<file path="config.mk">
export PLATFORM = sky130hd
export DESIGN_NAME = led_countdown_bar
export DESIGN_NICKNAME = d
export VERILOG_FILES = /design/src/rtl/led_countdown_bar_pkg.sv /design/src/rtl/led_tick_gen.sv /design/src/rtl/led_countdown_bar.sv
export SDC_FILE = /design/constraint.sdc
export NUM_CORES = 1
export LEC_CHECK = 0
export CAP_MARGIN = 20
export CORE_MARGIN = 4
export CORE_UTILIZATION = 32
export DETAILED_ROUTE_END_ITERATION = 7
export PLACE_DENSITY = 0.51
export SLEW_MARGIN = 20
export SYNTH_ARGS = -nofsm -noshare
export SYNTH_HDL_FRONTEND = slang
export SYNTH_HIERARCHICAL = 1
export SYNTH_SLANG_ARGS = --single-unit
</file>
<file path="constraint.sdc">
create_clock -name CLOCK -period 2.8 [get_ports CLOCK]
set_clock_uncertainty 0.1 [all_clocks]
set_input_delay 0.28 -clock CLOCK [delete_from_list [all_inputs] [get_ports CLOCK]]
set_output_delay 0.28 -clock CLOCK [all_outputs]
set_load 0.02 [all_outputs]
</file>
<file path="src/rtl/led_countdown_bar_pkg.sv">
// Shared types and constants for the LED countdown bar.
// State encoding and the default step divider.
package led_countdown_bar_pkg;

   typedef enum logic {
      IDLE = 1'b0,
      RUN  = 1'b1
   } state_t;

   localparam int TICK_DIV_DEF = 133_333_333;

endpackage

</file>
<file path="src/rtl/led_tick_gen.sv">
// Step-rate divider: pulses tick on the last cycle of each period.
// Counting freezes while en is low; clr restarts the period.
module led_tick_gen
   import led_countdown_bar_pkg::*;
#(
   parameter int TICK_DIV = TICK_DIV_DEF
) (
   input  logic CLOCK,
   input  logic RESETN,
   input  logic en,
   input  logic clr,
   output logic tick
);

   localparam int CW = (TICK_DIV > 1) ? $clog2(TICK_DIV) : 1;
   localparam logic [CW-1:0] CMAX = CW'(TICK_DIV - 1);

   logic [CW-1:0] cnt;

   assign tick = en && (cnt == CMAX);

   always_ff @(posedge CLOCK) begin
      if (!RESETN) begin
         cnt <= '0;
      end else if (clr) begin
         cnt <= '0;
      end else if (en) begin
         if (cnt == CMAX) cnt <= '0;
         else             cnt <= cnt + CW'(1);
      end
   end

endmodule

</file>
<file path="src/rtl/led_countdown_bar.sv">
// LED bar countdown: loads bits 0..T, extinguishes one per step.
// Abort beats start, start beats a coinciding step.
module led_countdown_bar
   import led_countdown_bar_pkg::*;
#(
   parameter  int N_LED    = 16,
   parameter  int TICK_DIV = TICK_DIV_DEF,
   localparam int IDXW     = $clog2(N_LED)
) (
   input  logic              CLOCK,
   input  logic              RESETN,
   input  logic              start,
   input  logic              abort,
   input  logic              pause,
   input  logic [IDXW-1:0]   top_idx,
   input  logic              mode,
   output logic [N_LED-1:0]  led,
   output logic              active,
   output logic [IDXW:0]     remaining,
   output logic              done
);

   localparam logic [IDXW-1:0] TMAX = IDXW'(N_LED - 1);
   localparam logic [IDXW:0]   ONE  = (IDXW+1)'(1);

   state_t              state;
   logic                mode_q;
   logic [IDXW-1:0]     t_q;
   logic [IDXW-1:0]     t_in;
   logic                tick;
   logic                en;
   logic [N_LED-1:0]    load_mask;
   logic [N_LED-1:0]    step_mask;
   logic [IDXW:0]       clr_idx;

   assign en = (state == RUN) && !pause;

   led_tick_gen #(.TICK_DIV(TICK_DIV)) u_tick (
      .CLOCK  (CLOCK),
      .RESETN (RESETN),
      .en     (en),
      .clr    (start | abort),
      .tick   (tick)
   );

   always_comb begin
      t_in = (top_idx > TMAX) ? TMAX : top_idx;
      clr_idx = mode_q ? ({1'b0, t_q} + ONE - remaining)
                       : (remaining - ONE);
      load_mask = '0;
      step_mask = '0;
      for (int i = 0; i < N_LED; i++) begin
         load_mask[i] = ((IDXW+1)'(i) <= {1'b0, t_in});
         step_mask[i] = led[i] && (clr_idx != (IDXW+1)'(i));
      end
   end

   always_ff @(posedge CLOCK) begin
      if (!RESETN) begin
         state     <= IDLE;
         led       <= '0;
         remaining <= '0;
         active    <= 1'b0;
         done      <= 1'b0;
         mode_q    <= 1'b0;
         t_q       <= '0;
      end else begin
         done <= 1'b0;
         if (abort) begin
            if (state == RUN) begin
               state     <= IDLE;
               led       <= '0;
               remaining <= '0;
               active    <= 1'b0;
            end
         end else if (start) begin
            state     <= RUN;
            led       <= load_mask;
            remaining <= {1'b0, t_in} + ONE;
            active    <= 1'b1;
            mode_q    <= mode;
            t_q       <= t_in;
         end else if ((state == RUN) && tick) begin
            // Final step drains the bar and hands back to IDLE
            if (remaining == ONE) begin
               state     <= IDLE;
               led       <= '0;
               remaining <= '0;
               active    <= 1'b0;
               done      <= 1'b1;
            end else begin
               led       <= step_mask;
               remaining <= remaining - ONE;
            end
         end
      end
   end

endmodule
</file>
==> reports/summary.json, run 1 <==
{
  "status": "complete, no violations",
  "critical_path_peak_fanout": 13,
  "synth_common_cells": "dfxtp_1 (56), nand2_1 (45), nor2_1 (34)",
  "total_negative_slack_ns": 0,
  "remaining_overflow_grt": 0,
  "clkPwrFrac": 0.320,
  "power_frac_comb": 0.206,
  "dr_total_vias": 3127,
  "grt_start_max_net_pins": 31,
  "io_buffer_count": 32,
  "finalNetCount": 475,
  "netlist_top_cells_area": "dfxtp_1 (33%), ha_1 (5.2%), nand2_1 (5.0%)",
  "die_area_sq_mm": 0.0123,
  "die_span_y_um": 111,
  "cellInternalPower_uw": 1240,
  "grt_pass1_vias": 3011,
  "stdcell_count": 587,
  "drt_drc_violations_left": 0,
  "detail-route-antenna-nets": 0,
  "period_needed_ns": 2.57,
  "path_buf_inv": 2,
  "io_pins": 33,
  "worstMarginPinSlew_ns": 0.741,
  "cts_made_buffers": 5,
  "start_util": 0.328,
  "total_leakage_power_uw": 0.00140,
  "grt_util_all_layers": 0.147,
  "maxCapViolations": 0,
  "post_route_cells_drive_above_1_share": 0.106,
  "final.hold.worst_slack_ns": 0.378,
  "cp_data_arrival_time_ns": 2.70,
  "ir_drop_v": 0.000239,
  "synthesis.area_per_instance_sq_um": 8.21,
  "drtPass1Iterations": 4,
  "place_congestion": 0.812,
  "routed_wire_length_per_instance_um": 15.6,
  "post-synth-top-area-fraction": 0.331,
  "maximum_clock_insertion_buffer_count": 2,
  "async_reset_ff_frac": 0,
  "power_per_cell_area_mw_per_mm2": 435,
  "route.detailed.vias_per_inst": 5.33,
  "finalMaxSlewViolations": 0,
  "htree_levels": 2,
  "drt_wl_total_mm": 9.16,
  "yosys_warnings": 6,
  "postSynthRegisterBits": 56,
  "n_antenna_cell": 0,
  "switching_power_of_the_nets_uw": 522,
  "worst_setup_hold_path_clk_slew_ns": 0.11,
  "synth-edff-count": 0,
  "worstSetupStartpointType": "flip-flop",
  "max_clock_freq_mhz": 390,
  "clk_latency_ns": 0.31,
  "area.growth.synth_to_final_pct": 19.8,
  "critical_path_required_ns": 2.94,
  "place_ws_ns": 0.0547,
  "dr.first_iter.drc_count": 156,
  "worst-setup-path-type": "flip-flop to flip-flop",
  "die_x_um": 111,
  "antenna_violations_before_repair": 0,
  "final_critical_path_setup_slack_ns": 0.233,
  "unrepaired_setup_endpoints_after_global_routing": "false",
  "synth_top_flop_cell": "dfxtp_1",
  "design.core.area_sq_mm": 0.0103,
  "max-slew-margin-rel": 0.505,
  "setup_violations": 0,
  "num_rows": 37,
  "share_seq_of_total_power": 0.474,
  "critical-path-slowest-cell": "o22ai_2",
  "netSwitchingFraction": 0.295,
  "placed_cells_incl_taps": 579,
  "multi_input_area_sq_mm": 0.00210,
  "seq_area_frac_synth": 0.331,
  "finalHoldViolCount": 0,
  "synth_area_leader_cell": "dfxtp_1",
  "crit_path_end_kind": "flip-flop",
  "path_delay_family": "compound AO/OA/AOI/OAI gates",
  "postSynthNetCount": 438,
  "clock_tree.root_cell": "clkbuf_8",
  "post_synthesis_instance_total": 413,
  "regArea_sq_mm": 0.00112,
  "yosys.cell_count.top_type": "dfxtp_1",
  "cp_cell_sequence": "inv_1 -> ha_1 -> nor3b_1 -> nand4_1 -> nor4_1 -> o21a_1 -> buf_4 -> o22ai_2 -> a21o_1 -> nand2_1 -> a41oi_1",
  "timing.final.crit_share": 0.917,
  "worst_hold_path_type": "flip-flop to flip-flop",
  "max_stage_delay_ns": 0.52,
  "syn_area_sq_mm": 0.00339,
  "grt_first_pass_wirelength_mm": 15.1,
  "cts_sinks": 56,
  "synth_cell_type_count": 72,
  "tritoncts": "yes",
  "nFillCells": 1067,
  "hpwl_mm": 6.73
}
## tightest hold or removal path: stages, from the launching register on
cell      delay, ns
dfxtp_1        0.33
nand2_1        0.05
a21boi_0       0.07
## power groups by stage
stage | Combinational (uW) | Clock (uW) | Sequential [uW]
floorplan | 214 | 0 | 873
global placement | 358 | 0 | 855
detailed placement | 362 | 0 | 855
CTS | 363 | 586 | 837
global route | 399 | 623 | 841
finish | 364 | 566 | 837
## stage by stage
stage                     instance area (sq um)  power [uW]  utilization
final                                      4060        1770        0.394
after global routing                       4060        1860        0.394
after CTS                                  4060        1790        0.393
after detailed placement                   3940        1220        0.382
after global placement                     3940        1210        0.382
after floorplan                            3390        1090            -
## cell families (layout without fill, tap and decap cells)
| family | Yosys count | in the layout | share of synthesized area |
|---|---|---|---|
| multiplexers | 1 | 1 | 0.00295 |
| buffers and inverters | 43 | 81 | 0.0539 |
| adder cells (fa/ha/maj) | 15 | 15 | 0.0576 |
| flip-flops | 56 | 56 | 0.331 |
| AND/OR/NAND/NOR | 158 | 158 | 0.249 |
| AO/OA/AOI/OAI | 121 | 121 | 0.257 |
| XOR/XNOR | 19 | 19 | 0.0491 |
## layout by cell type, fill, tap and decap left out, types with 3 or more instances in the layout
cell type / instances
a31oi_1: 5
inv_1: 19
o21ai_0: 17
a21oi_1: 32
clkbuf_8: 5
or4_1: 8
a21o_1: 10
a21boi_0: 5
nor4_1: 6
o311a_1: 8
ha_1: 14
buf_4: 21
a211o_1: 4
nor3_1: 12
clkdlybuf4s50_1: 32
dfxtp_1: 56
xor2_1: 4
and2_1: 5
nand2b_1: 3
xnor2_1: 15
nand3_1: 11
nor2_1: 34
o211ai_1: 3
o31ai_1: 11
nand4_1: 8
nand2_1: 45
## layout make-up
cell class                      count  share of cell area
Multi-Input combinational cell    314               0.518
Tap cell                          136              0.0419
Clock buffer                        5              0.0169
Clock inverter                      3              0.0114
Timing Repair Buffer               53               0.118
Sequential cell                    56               0.276
Inverter                           20              0.0185
## per-layer routing
metal / GRT usage / vias to the layer above / part of all wire
li1: - / 1590 / -
met1: 0.215 / 1472 / 0.52
met2: 0.216 / 57 / 0.43
met3: 0.0289 / 8 / 0.035
met4: 0.0460 / 0 / 0.012
met5: 0 / - / 0
## state kept, by name, summed over array words and instances (netlist names)
register / flops
remaining: 5
led: 16
state: 1
t_q: 4
active: 1
mode_q: 1
done: 1
u_tick/cnt: 27
## path summary, 6_finish.rpt
| check | startpoint | to | slack, ns | cells after the start |
|---|---|---|---|---|
| worst min-delay path | t_q[0] | t_q[0] | 0.38 | 2 |
| worst min register to register | t_q[0] | t_q[0] | 0.38 | 2 |
| worst max-delay path | u_tick/cnt[0] | led[6] | 0.23 | 11 |
| worst max register to register | u_tick/cnt[0] | led[6] | 0.23 | 11 |
## timing repair
| action | CTS | global route |
|---|---|---|
| endpoints found under the hold margin | 0 | 0 |
| hold buffers | 0 | 0 |
| endpoints found under the setup margin | 0 | 1 |
| setup buffers | 0 | 0 |
| resized for setup | 0 | 1 |
Power figures use the tool's default switching activity.
==> inputs of run 2 (changes only) <==
--- a/config.mk
+++ b/config.mk
@@ -8,6 +8,7 @@
 export CAP_MARGIN = 20
 export CORE_MARGIN = 4
 export CORE_UTILIZATION = 32
+export CTS_CLUSTER_DIAMETER = 30
 export DETAILED_ROUTE_END_ITERATION = 7
 export PLACE_DENSITY = 0.51
 export SLEW_MARGIN = 20
==> results of run 2 <==
The final DEF is identical to that of run 1; final timing and power are the same.
==> inputs of run 3 (changes only) <==
--- a/config.mk
+++ b/config.mk
@@ -5,12 +5,13 @@
 export SDC_FILE = /design/constraint.sdc
 export NUM_CORES = 1
 export LEC_CHECK = 0
+export ABC_AREA = 1
 export CAP_MARGIN = 20
 export CORE_MARGIN = 4
 export CORE_UTILIZATION = 32
 export CTS_CLUSTER_DIAMETER = 30
 export DETAILED_ROUTE_END_ITERATION = 7
-export PLACE_DENSITY = 0.51
+export PLACE_DENSITY = 0.5
 export SLEW_MARGIN = 20
 export SYNTH_ARGS = -nofsm -noshare
 export SYNTH_HDL_FRONTEND = slang
==> run 3 against run 2 <==
  * Worst setup slack improved by 0.058 ns
  * Count of clock-buffer cells in the layout is 2 higher
  * Via count increased by 14%
  * Core utilization decreased by 1.3 points
  * Register-to-register slack gained 0.06 ns
  * Routed wire length up 7.3%
  * Critical path depth increased by 2
  * Flip-flop and latch count unchanged
  * Sequential power about the same
  * Power rose by 5.0%
  * Global-route usage increased by 1.2 points
  * Non-clock buffer count is 12 lower
==> reports/summary.json, run 3 <==
{
  "die_area": {"value": 0.0134, "unit": "sq mm", "change": "was 0.0123 sq mm"},
  "max_clock_freq": {"value": 399, "unit": "MHz", "change": "was 390 MHz"},
  "start_util": {"value": 0.326, "change": "was 0.328"},
  "period_needed": {"value": 2.51, "unit": "ns", "change": "was 2.57 ns"},
  "path_buf_inv": {"value": 1, "change": "was 2"},
  "cp_cell_sequence": {"value": "inv_1 -> ha_1 -> ha_1 -> fa_1 -> or2_0 -> nand2_1 -> nand3_1 -> nor2_1 -> nand2_1 -> nand2_1 -> nand2_1 -> nand2_1 -> a21oi_2", "change": "was inv_1 -> ha_1 -> nor3b_1 -> nand4_1 -> nor4_1 -> o21a_1 -> buf_4 -> o22ai_2 -> a21o_1 -> nand2_1 -> a41oi_1"},
  "synth_top_flop_cell": {"value": "dfxtp_1", "change": "unchanged"},
  "max-slew-margin-rel": {"value": 0.669, "change": "was 0.505"},
  "place_congestion": {"value": 0.874, "change": "was 0.812"},
  "worst-setup-path-type": {"value": "flip-flop to flip-flop", "change": "unchanged"},
  "post_synthesis_instance_total": {"value": 590, "change": "was 413"},
  "grt_start_max_net_pins": {"value": 23, "change": "was 31"},
  "synthesis.area_per_instance": {"value": 6.27, "unit": "sq um", "change": "was 8.21 sq um"},
  "top_register": {"value": "u_tick/cnt", "change": "unchanged"},
  "post-synth-top-area-fraction": {"value": 0.303, "change": "was 0.331"},
  "io_buffer_count": {"value": 32, "change": "unchanged"},
  "synth_common_cells": {"value": "nand2_1 (178), nor2_1 (106), inv_1 (77)", "change": "was dfxtp_1 (56), nand2_1 (45), nor2_1 (34)"},
  "total_leakage_power": {"value": 0.00171, "unit": "uW", "change": "was 0.00140 uW"},
  "drt_drc_violations_left": {"value": 0, "change": "unchanged"},
  "critical_path_peak_fanout": {"value": 6, "change": "was 13"},
  "die_span_y": {"value": 116, "unit": "um", "change": "was 111 um"},
  "timing.final.crit_share": {"value": 0.896, "change": "was 0.917"},
  "dr_total_vias": {"value": 3558, "change": "was 3127"},
  "finalMaxSlewViolations": {"value": 0, "change": "unchanged"},
  "final_common_cell": {"value": "nand2_1", "change": "was dfxtp_1"},
  "area.growth.synth_to_final": {"value": 17.0, "unit": "%", "change": "was 19.8%"},
  "async_reset_ff_frac": {"value": 0, "change": "unchanged"},
  "die_x": {"value": 116, "unit": "um", "change": "was 111 um"},
  "postSynthNetCount": {"value": 615, "change": "was 438"},
  "cpMostUsedCell": "nand2_1",
  "critical_path_required": {"value": 2.88, "unit": "ns", "change": "was 2.94 ns"},
  "route.detailed.vias_per_inst": {"value": 4.62, "change": "was 5.33"},
  "finalNetCount": {"value": 651, "change": "was 475"},
  "unrepaired_setup_endpoints_after_global_routing": {"value": "false", "change": "unchanged"},
  "clock_tree.root_cell": {"value": "clkbuf_16", "change": "was clkbuf_8"},
  "ir_drop": {"value": 0.000271, "unit": "V", "change": "was 0.000239 V"},
  "critical-path-slowest-cell": {"value": "fa_1", "change": "was o22ai_2"},
  "worstSetupStartpointType": {"value": "flip-flop", "change": "unchanged"},
  "dr.first_iter.drc_count": {"value": 204, "change": "was 156"},
  "antenna_violations_before_repair": {"value": 0, "change": "unchanged"},
  "worst_setup_hold_path_clk_slew": {"value": 0.07, "unit": "ns", "change": "was 0.11 ns"},
  "synth-edff-count": {"value": 0, "change": "unchanged"},
  "postSynthRegisterBits": {"value": 56, "change": "unchanged"},
  "post_route_cells_drive_above_1_share": {"value": 0.0989, "change": "was 0.106"},
  "total_negative_slack": {"value": 0, "unit": "ns", "change": "unchanged"},
  "largest_reg_flops": {"value": 27, "change": "unchanged"},
  "clk_latency": {"value": 0.31, "unit": "ns", "change": "about the same"},
  "final_power": {"value": 1850, "unit": "uW", "change": "was 1770 uW"},
  "worst_hold_path_type": {"value": "flip-flop to flip-flop", "change": "unchanged"},
  "setup_violations": {"value": 0, "change": "unchanged"},
  "drtPass1Iterations": {"value": 4, "change": "unchanged"},
  "path_delay_family": {"value": "simple AND/OR/NAND/NOR gates", "change": "was compound AO/OA/AOI/OAI gates"},
  "cts_made_buffers": {"value": 5, "change": "unchanged"},
  "maxCapViolations": {"value": 0, "change": "unchanged"},
  "routed_wire_length_per_instance": {"value": 12.8, "unit": "um", "change": "was 15.6 um"},
  "placed_area": {"value": 0.00418, "unit": "sq mm", "change": "was 0.00394 sq mm"},
  "grt_first_pass_wirelength": {"value": 16.8, "unit": "mm", "change": "was 15.1 mm"},
  "power_per_cell_area": {"value": 428, "unit": "mW/mm^2", "change": "was 435 mW/mm^2"},
  "htree_levels": {"value": 2, "change": "unchanged"},
  "num_rows": {"value": 39, "change": "was 37"},
  "layout_common_cells": {"value": "nand2_1 (178), nor2_1 (106), inv_1 (77), dfxtp_1 (55), clkdlybuf4s50_1 (32)", "change": "was dfxtp_1 (56), nand2_1 (45), nor2_1 (34), a21oi_1 (32), clkdlybuf4s50_1 (32)"},
  "crit_path_end_kind": {"value": "flip-flop", "change": "unchanged"},
  "grt_util_all_layers": {"value": 0.159, "change": "was 0.147"},
  "syn_area": {"value": 0.00370, "unit": "sq mm", "change": "was 0.00339 sq mm"},
  "status": {"value": "complete, no violations", "change": "unchanged"},
  "finalHoldViolCount": {"value": 0, "change": "unchanged"},
  "n_antenna_cell": {"value": 0, "change": "unchanged"},
  "postCtsSetupBuffers": {"value": 0, "change": "unchanged"},
  "worstMarginPinSlew": {"value": 0.496, "unit": "ns", "change": "was 0.741 ns"},
  "cts_sinks": {"value": 56, "change": "unchanged"},
  "yosys.cell_count.top_type": {"value": "nand2_1", "change": "was dfxtp_1"},
  "design.core.area": {"value": 0.0114, "unit": "sq mm", "change": "was 0.0103 sq mm"},
  "drt_wl_total": {"value": 9.82, "unit": "mm", "change": "was 9.16 mm"},
  "netlist_top_cells_area": {"value": "dfxtp_1 (30%), nand2_1 (18%), nor2_1 (11%)", "change": "was dfxtp_1 (33%), ha_1 (5.2%), nand2_1 (5.0%)"},
  "cp_data_arrival_time": {"value": 2.59, "unit": "ns", "change": "was 2.70 ns"},
  "hpwl": {"value": 7.77, "unit": "mm", "change": "was 6.73 mm"},
  "finish.utilization": {"value": 0.381, "change": "was 0.394"},
  "grt_pass1_vias": {"value": 3401, "change": "was 3011"},
  "seq_area_frac_synth": {"value": 0.303, "change": "was 0.331"},
  "maximum_clock_insertion_buffer_count": {"value": 2, "change": "unchanged"},
  "reg.largest.list": {"value": "u_tick/cnt (27), led (16), remaining (5)", "change": "unchanged"},
  "yosys_warnings": {"value": 6, "change": "unchanged"},
  "detail-route-antenna-nets": {"value": 0, "change": "unchanged"},
  "post_route_design_area": {"value": 0.00433, "unit": "sq mm", "change": "was 0.00406 sq mm"},
  "io_pins": {"value": 33, "change": "unchanged"},
  "remaining_overflow_grt": {"value": 0, "change": "unchanged"},
  "synth_area_leader_cell": {"value": "dfxtp_1", "change": "unchanged"},
  "tritoncts": {"value": "yes", "change": "unchanged"},
  "synth_cell_type_count": {"value": 34, "change": "was 72"},
  "max_stage_delay": {"value": 0.45, "unit": "ns", "change": "was 0.52 ns"}
}
[run 3: cell types whose count changed after synthesis, sizes merged, moves of 10 or more]
cell   previous run  this run
a21o             10         0
nand2            45       189
nor2             35       119
xnor2            15         4
inv              20        83
nand3            11        26
[run 3: area by class of cell]
cell class / count / area [sq um]
inverters: 83 / 312
clock inverters: 1 / 7.51
clock buffers: 7 / 143
well taps: 143 / 179
fillers: 1233 / 7040
flip-flops and latches: 56 / 1120
repair buffers: 41 / 388
multi-input cells: 439 / 2180
[run 3: stage by stage]
stage               hold slack [ns]  cells  worst slack [ns]
finish                        0.381    770             0.291
global route                  0.400    770            0.0617
CTS                           0.385    770             0.204
detailed placement            0.375    762             0.219
global placement              0.370    762             0.268
floorplan                     0.258    590             0.338
[run 3: timing repair]
item,4_1_cts,5_1_grt
hold buffers,0,0
endpoints found under the hold margin,0,0
gates resized for setup,0,1
setup endpoints to repair,0,2
[run 3: path summary, 6_finish.rpt]
path,startpoint,to,slack (ns),cells past startpoint
setup / recovery,remaining[0],led[0],0.29,13
hold / removal,active,active,0.38,2
setup reg to reg,remaining[0],led[0],0.29,13
hold reg to reg,active,active,0.38,2
[run 3: metal layers]
layer | track usage | share of wire
met5 | 0 | 0
met4 | 0.0352 | 0.0098
met3 | 0.0366 | 0.040
met2 | 0.269 | 0.47
met1 | 0.208 | 0.48
[run 3: worst register-to-register path: cells and delay by family, from the launching register on]
family          cells  cell delay [ns]
fa+ha+maj           3             0.86
buf+inv             1             0.11
flops               1             0.38
compound gates      1             0.05
simple gates        8             0.88
[run 3: kinds of logic after synthesis]
logic type | Yosys count | synth area share
XOR/XNOR | 15 | 0.0355
adder cells (fa/ha/maj) | 15 | 0.0527
AO/OA/AOI/OAI | 61 | 0.101
flip-flops | 56 | 0.303
buffers and inverters | 95 | 0.108
AND/OR/NAND/NOR | 348 | 0.400
[run 3: power breakdown]
group | internal (uW) | switching, uW | total, uW
sequential | 815 | 18.8 | 834
combinational | 127 | 227 | 354
clock | 358 | 309 | 667
